--- src/rtl/ahb_single_master.sv ---
// Command-driven, non-pipelined AHB master: one NONSEQ/SINGLE/word transfer per
// local command, with arbitration, wait states, ERROR, RETRY/SPLIT and data-phase timeout.
module ahb_single_master #(
  parameter int unsigned TIMEOUT_CYCLES = 16,
  parameter int unsigned MAX_RETRY      = 3
) (
  input  logic        HCLK,
  input  logic        HRESET,
  input  logic        cmd_valid,
  output logic        cmd_ready,
  input  logic        cmd_write,
  input  logic [31:0] cmd_addr,
  input  logic [31:0] cmd_wdata,
  output logic        rsp_valid,
  output logic        rsp_error,
  output logic        rsp_timeout,
  output logic [31:0] rsp_rdata,
  output logic        HBUSREQ,
  input  logic        HGRANT,
  output logic [31:0] HADDR,
  output logic [1:0]  HTRANS,
  output logic        HWRITE,
  output logic [2:0]  HSIZE,
  output logic [2:0]  HBURST,
  output logic [31:0] HWDATA,
  input  logic        HREADY,
  input  logic [1:0]  HRESP,
  input  logic [31:0] HRDATA
);

  localparam logic [1:0] TRANS_IDLE   = 2'b00;
  localparam logic [1:0] TRANS_NONSEQ = 2'b10;
  localparam logic [1:0] RESP_OKAY    = 2'b00;
  localparam logic [1:0] RESP_ERROR   = 2'b01;

  localparam logic [3:0] RETRY_LIMIT = 4'(MAX_RETRY);
  localparam logic [7:0] TO_LAST     = 8'(TIMEOUT_CYCLES - 1);

  typedef enum logic [2:0] {
    ST_IDLE,
    ST_REQ,
    ST_ADDR,
    ST_DATA,
    ST_RESP
  } state_t;

  state_t      state;
  logic        lat_write;
  logic [31:0] lat_addr;
  logic [31:0] lat_wdata;
  logic [3:0]  retry_cnt;
  logic [7:0]  to_cnt;

  // Outcome of the finished transfer, published on rsp_* one cycle later.
  logic        res_error;
  logic        res_timeout;
  logic [31:0] res_rdata;

  assign HSIZE     = 3'b010;
  assign HBURST    = 3'b000;
  assign cmd_ready = (state == ST_IDLE) && !HRESET;

  // NOTE: sequential state uses non-blocking assignments so every register
  // samples pre-edge values regardless of statement order.
  always_ff @(posedge HCLK or posedge HRESET) begin
    if (HRESET) begin
      state       <= ST_IDLE;
      lat_write   <= 1'b0;
      lat_addr    <= '0;
      lat_wdata   <= '0;
      retry_cnt   <= '0;
      to_cnt      <= '0;
      res_error   <= 1'b0;
      res_timeout <= 1'b0;
      res_rdata   <= '0;
      HBUSREQ     <= 1'b0;
      HTRANS      <= TRANS_IDLE;
      HADDR       <= '0;
      HWRITE      <= 1'b0;
      HWDATA      <= '0;
      rsp_valid   <= 1'b0;
      rsp_error   <= 1'b0;
      rsp_timeout <= 1'b0;
      rsp_rdata   <= '0;
    end else begin
      rsp_valid <= 1'b0;

      case (state)
        ST_IDLE: begin
          if (cmd_valid) begin
            lat_write <= cmd_write;
            lat_addr  <= cmd_addr & ~32'h3;
            lat_wdata <= cmd_wdata;
            retry_cnt <= '0;
            HBUSREQ   <= 1'b1;
            state     <= ST_REQ;
          end
        end

        ST_REQ: begin
          HBUSREQ <= 1'b1;
          HTRANS  <= TRANS_IDLE;
          if (HGRANT && HREADY) begin
            HTRANS <= TRANS_NONSEQ;
            HADDR  <= lat_addr;
            HWRITE <= lat_write;
            state  <= ST_ADDR;
          end
        end

        ST_ADDR: begin
          if (HREADY) begin
            HTRANS  <= TRANS_IDLE;
            HBUSREQ <= 1'b0;
            HWDATA  <= lat_write ? lat_wdata : 32'h0;
            to_cnt  <= '0;
            state   <= ST_DATA;
          end else if (!HGRANT) begin
            // Bus lost while the address phase was stalled: re-arbitrate.
            HTRANS <= TRANS_IDLE;
            state  <= ST_REQ;
          end
        end

        ST_DATA: begin
          if (HREADY) begin
            HWDATA <= '0;
            case (HRESP)
              RESP_OKAY: begin
                res_error   <= 1'b0;
                res_timeout <= 1'b0;
                res_rdata   <= lat_write ? 32'h0 : HRDATA;
                state       <= ST_RESP;
              end
              RESP_ERROR: begin
                res_error   <= 1'b1;
                res_timeout <= 1'b0;
                res_rdata   <= '0;
                state       <= ST_RESP;
              end
              default: begin
                // RETRY and SPLIT both re-issue the identical transfer.
                if (retry_cnt < RETRY_LIMIT) begin
                  retry_cnt <= retry_cnt + 4'd1;
                  HBUSREQ   <= 1'b1;
                  state     <= ST_REQ;
                end else begin
                  res_error   <= 1'b1;
                  res_timeout <= 1'b0;
                  res_rdata   <= '0;
                  state       <= ST_RESP;
                end
              end
            endcase
          end else if (to_cnt == TO_LAST) begin
            HWDATA      <= '0;
            res_error   <= 1'b0;
            res_timeout <= 1'b1;
            res_rdata   <= '0;
            state       <= ST_RESP;
          end else begin
            to_cnt <= to_cnt + 8'd1;
          end
        end

        ST_RESP: begin
          rsp_valid   <= 1'b1;
          rsp_error   <= res_error;
          rsp_timeout <= res_timeout;
          rsp_rdata   <= res_rdata;
          state       <= ST_IDLE;
        end

        default: state <= ST_IDLE;
      endcase
    end
  end

endmodule

--- config.mk ---
export PLATFORM = sky130hd
export DESIGN_NAME = ahb_single_master
export DESIGN_NICKNAME = d
export VERILOG_FILES = /design/src/rtl/ahb_single_master.sv
export SDC_FILE = /design/constraint.sdc
export NUM_CORES = 1
export LEC_CHECK = 0
export CORE_AREA = 2 2 206 107
export CTS_BUF_LIST = sky130_fd_sc_hd__clkbuf_8
export CTS_CLUSTER_DIAMETER = 30
export DETAILED_ROUTE_END_ITERATION = 10
export DIE_AREA = 0 0 208 109
export PLACE_DENSITY_LB_ADDON = 0.1
export SYNTH_ARGS = -nofsm -noshare
export SYNTH_HDL_FRONTEND = slang
export SYNTH_SLANG_ARGS = --single-unit
--- constraint.sdc ---
create_clock -name HCLK -period 11.1 [get_ports HCLK]
set_clock_uncertainty 0.15 [all_clocks]
set_input_delay 2.22 -clock HCLK [delete_from_list [all_inputs] [get_ports HCLK]]
set_output_delay 2.22 -clock HCLK [all_outputs]
set_load 0.02 [all_outputs]
==> flow_summary.json <==
{
  "outcome": "complete, no violations",
  "start_util_pct": 41.1,
  "synth_flop_cell": "dfrtp_1",
  "pre_cts_ws_ns": 5.09,
  "setup_ws_ns": 5.07,
  "synth_edf_count": 0,
  "synth-seq-cells": 212,
  "die-area_sq_um": 22700,
  "p_per_area_nw_per_um2": 282,
  "fmax_mhz": 166,
  "rsz0062_at_grt": "no",
  "ys_warn_count": 0,
  "antenna_cells": 0,
  "final_cells": 1142,
  "place_congestion": 0.783,
  "gr-usage-met3_pct": 6.48,
  "die_h_microns": 109,
  "antenna_found_initial": 0,
  "fin_setup_tns_ns": 0,
  "post-route-period-util_pct": 54.3,
  "slew_violations": 0,
  "cts.sinks": 212,
  "dp_hpwl_microns": 13100,
  "timing.critical_path.fanout_max": 2,
  "drv_cap": 0,
  "rows": 38,
  "busiest_layer": "met2",
  "ant_nets": 0,
  "drive_gt1_share_pct": 23.9,
  "place_area_sq_um": 10800,
  "dp_cells": 1075,
  "grt_pass1_wl_microns": 32200,
  "met1_usage_pct": 24.0,
  "clk_pin_slew_ns": 0.06,
  "drt_iter0_drc": 270,
  "core_sq_um": 21000,
  "rrSetupSlack_ns": 8.51,
  "synth_cells": 621,
  "die_w_microns": 208,
  "pin_count": 214,
  "worstMarginPinSlew_ns": 1.03,
  "viasPerCell": 4.92,
  "crit_arrival_ns": 3.66,
  "crit_required_ns": 8.73,
  "fin_util_pct": 55.3,
  "timing.hold.ws_ns": 0.330,
  "ys_async_sr_fraction_pct": 100,
  "hp-class": "register to register",
  "final_nets": 940,
  "numCtsBuffers": 37,
  "hold_buffers": 0,
  "use_met2_pct": 27.6,
  "final_cell_area_sq_um": 11600,
  "io_buffers": 202,
  "clock_tree.buffer_depth": 3,
  "vias": 5614,
  "grt_max_degree": 146,
  "cts_tree": "yes",
  "relSlewSlack_pct": 31.3,
  "yosysUniqueCellTypes": 56,
  "syn_avg_cell_area_sq_um": 13.9,
  "finalPower_mw": 3.27,
  "finalSetupViolCount": 0,
  "fin_crit_ns": 6.03,
  "htreeDepth": 2,
  "cp-start-kind": "primary input",
  "seq_area_frac_synth_pct": 61.4,
  "drc_errors": 0,
  "cts_root_buf": "clkbuf_8",
  "critPathKind": "primary input to output port",
  "area_delta_synth_final_pct": 34.4,
  "grt_pass1_vias": 6113,
  "syn-cell-area_sq_um": 8640,
  "cellLeakagePower_nw": 4.98,
  "first_pass_iters": 4,
  "end_kind": "output port",
  "grt.overflow.total": 0,
  "wire_per_inst_microns": 17.5,
  "ir_drop_v": 0.000157,
  "cts_resized": 0,
  "cts_setup_buffers": 0,
  "clock_latency_ns": 0.52,
  "grt_use_total_pct": 17.9,
  "hold_violations": 0,
  "routed_wl_microns": 19900
}
[critical path: stages]
cell and delay [ns]:
clkdlybuf4s50_1 0.51, nor4_1 0.22, clkdlybuf4s50_1 0.71
[cell type report]
type / count / area [sq um]
Multi-Input combinational cell: 335 / 2930
Timing Repair Buffer: 211 / 2090
Inverter: 37 / 146
Fill cell: 1737 / 9400
Tap cell: 280 / 350
Sequential cell: 212 / 5310
Clock buffer: 48 / 661
Clock inverter: 19 / 126
[power breakdown]
part / switching (mW) / total [mW] / internal, mW
Combinational: 0.560 / 1.19 / 0.631
Clock: 0.325 / 0.740 / 0.415
Sequential: 0.210 / 1.34 / 1.13
[Yosys cell counts (2+ instances only)]
cell type  count  share of area (%)
mux2_2       125                 16
clkbuf_1       6               0.26
buf_2         16               0.93
and2_1         2               0.14
nand3_1        4               0.23
a22o_1        33                3.3
nand2b_1       4               0.29
buf_12         3               0.70
nand4_1        2               0.14
ha_1           2               0.29
dfrtp_1      212                 61
mux2i_1       37                4.3
o21ai_0       13               0.75
a31oi_1        2               0.14
mux2_1         3               0.39
o32ai_1        2               0.20
nor2_1         4               0.17
nor3_1         2               0.12
and3b_1        2               0.20
nand2_1       49                2.1
a21oi_1        6               0.35
nand3b_1       2               0.17
inv_1         37                1.6
or3_1          2               0.14
nor4_1         2               0.14
conb_1         2              0.087
buf_4         18                1.6
[worst paths after layout]
path,startpoint,to,depth (start not counted)
max in group asynchronous,HRESET,HWDATA[29],3
max reg2reg,state[1],lat_wdata[26],4
min,HBUSREQ,HBUSREQ,2
min in group asynchronous,HRESET,HADDR[5],2
min reg2reg,HBUSREQ,HBUSREQ,2
max,HRESET,cmd_ready,3
[cell families after synthesis]
logic type,synth area share (%)
flops,61.4
fa+ha+maj,0.290
other cells,0.0869
mux,21.0
buf+inv,5.19
simple gates,5.37
compound gates,6.58
xor+xnor,0.101
[routing by layer]
layer	wire [microns]	vias up
met4	376	0
met1	9080	2822
met2	8860	171
met3	1630	40
met5	0	-
li1	-	2581
[flip-flops by register name (all words and copies together) (netlist names), 3 cells and up]
register,count
rsp_rdata,32
res_rdata,32
HWDATA,32
lat_wdata,32
HADDR,30
retry_cnt,4
to_cnt,8
state,3
lat_addr,30
[placed cells by master, fill, tap and decap left out, types with 2 or more instances in the layout]
master,synthesis,layout
clkbuf_8,0,48
clkinv_2,0,4
inv_1,37,44
nor4_1,2,2
clkinvlp_4,0,5
buf_4,18,9
dfrtp_1,212,212
nand3_1,4,4
nor2_1,4,4
nand2_1,49,49
a21oi_1,6,6
nand2b_1,4,4
nand3b_1,2,2
a31oi_1,2,2
nor3_4,1,2
and3b_1,2,2
o32ai_1,2,2
nor3b_4,1,2
nand4_1,2,2
a22o_1,33,33
mux2i_1,37,37
o21ai_0,13,13
ha_1,2,2
or3_1,2,2
mux2_1,3,3
nor3_1,2,2
clkdlybuf4s50_1,0,202
conb_1,2,9
mux2_2,125,125
Power figures use the tool's default switching activity.
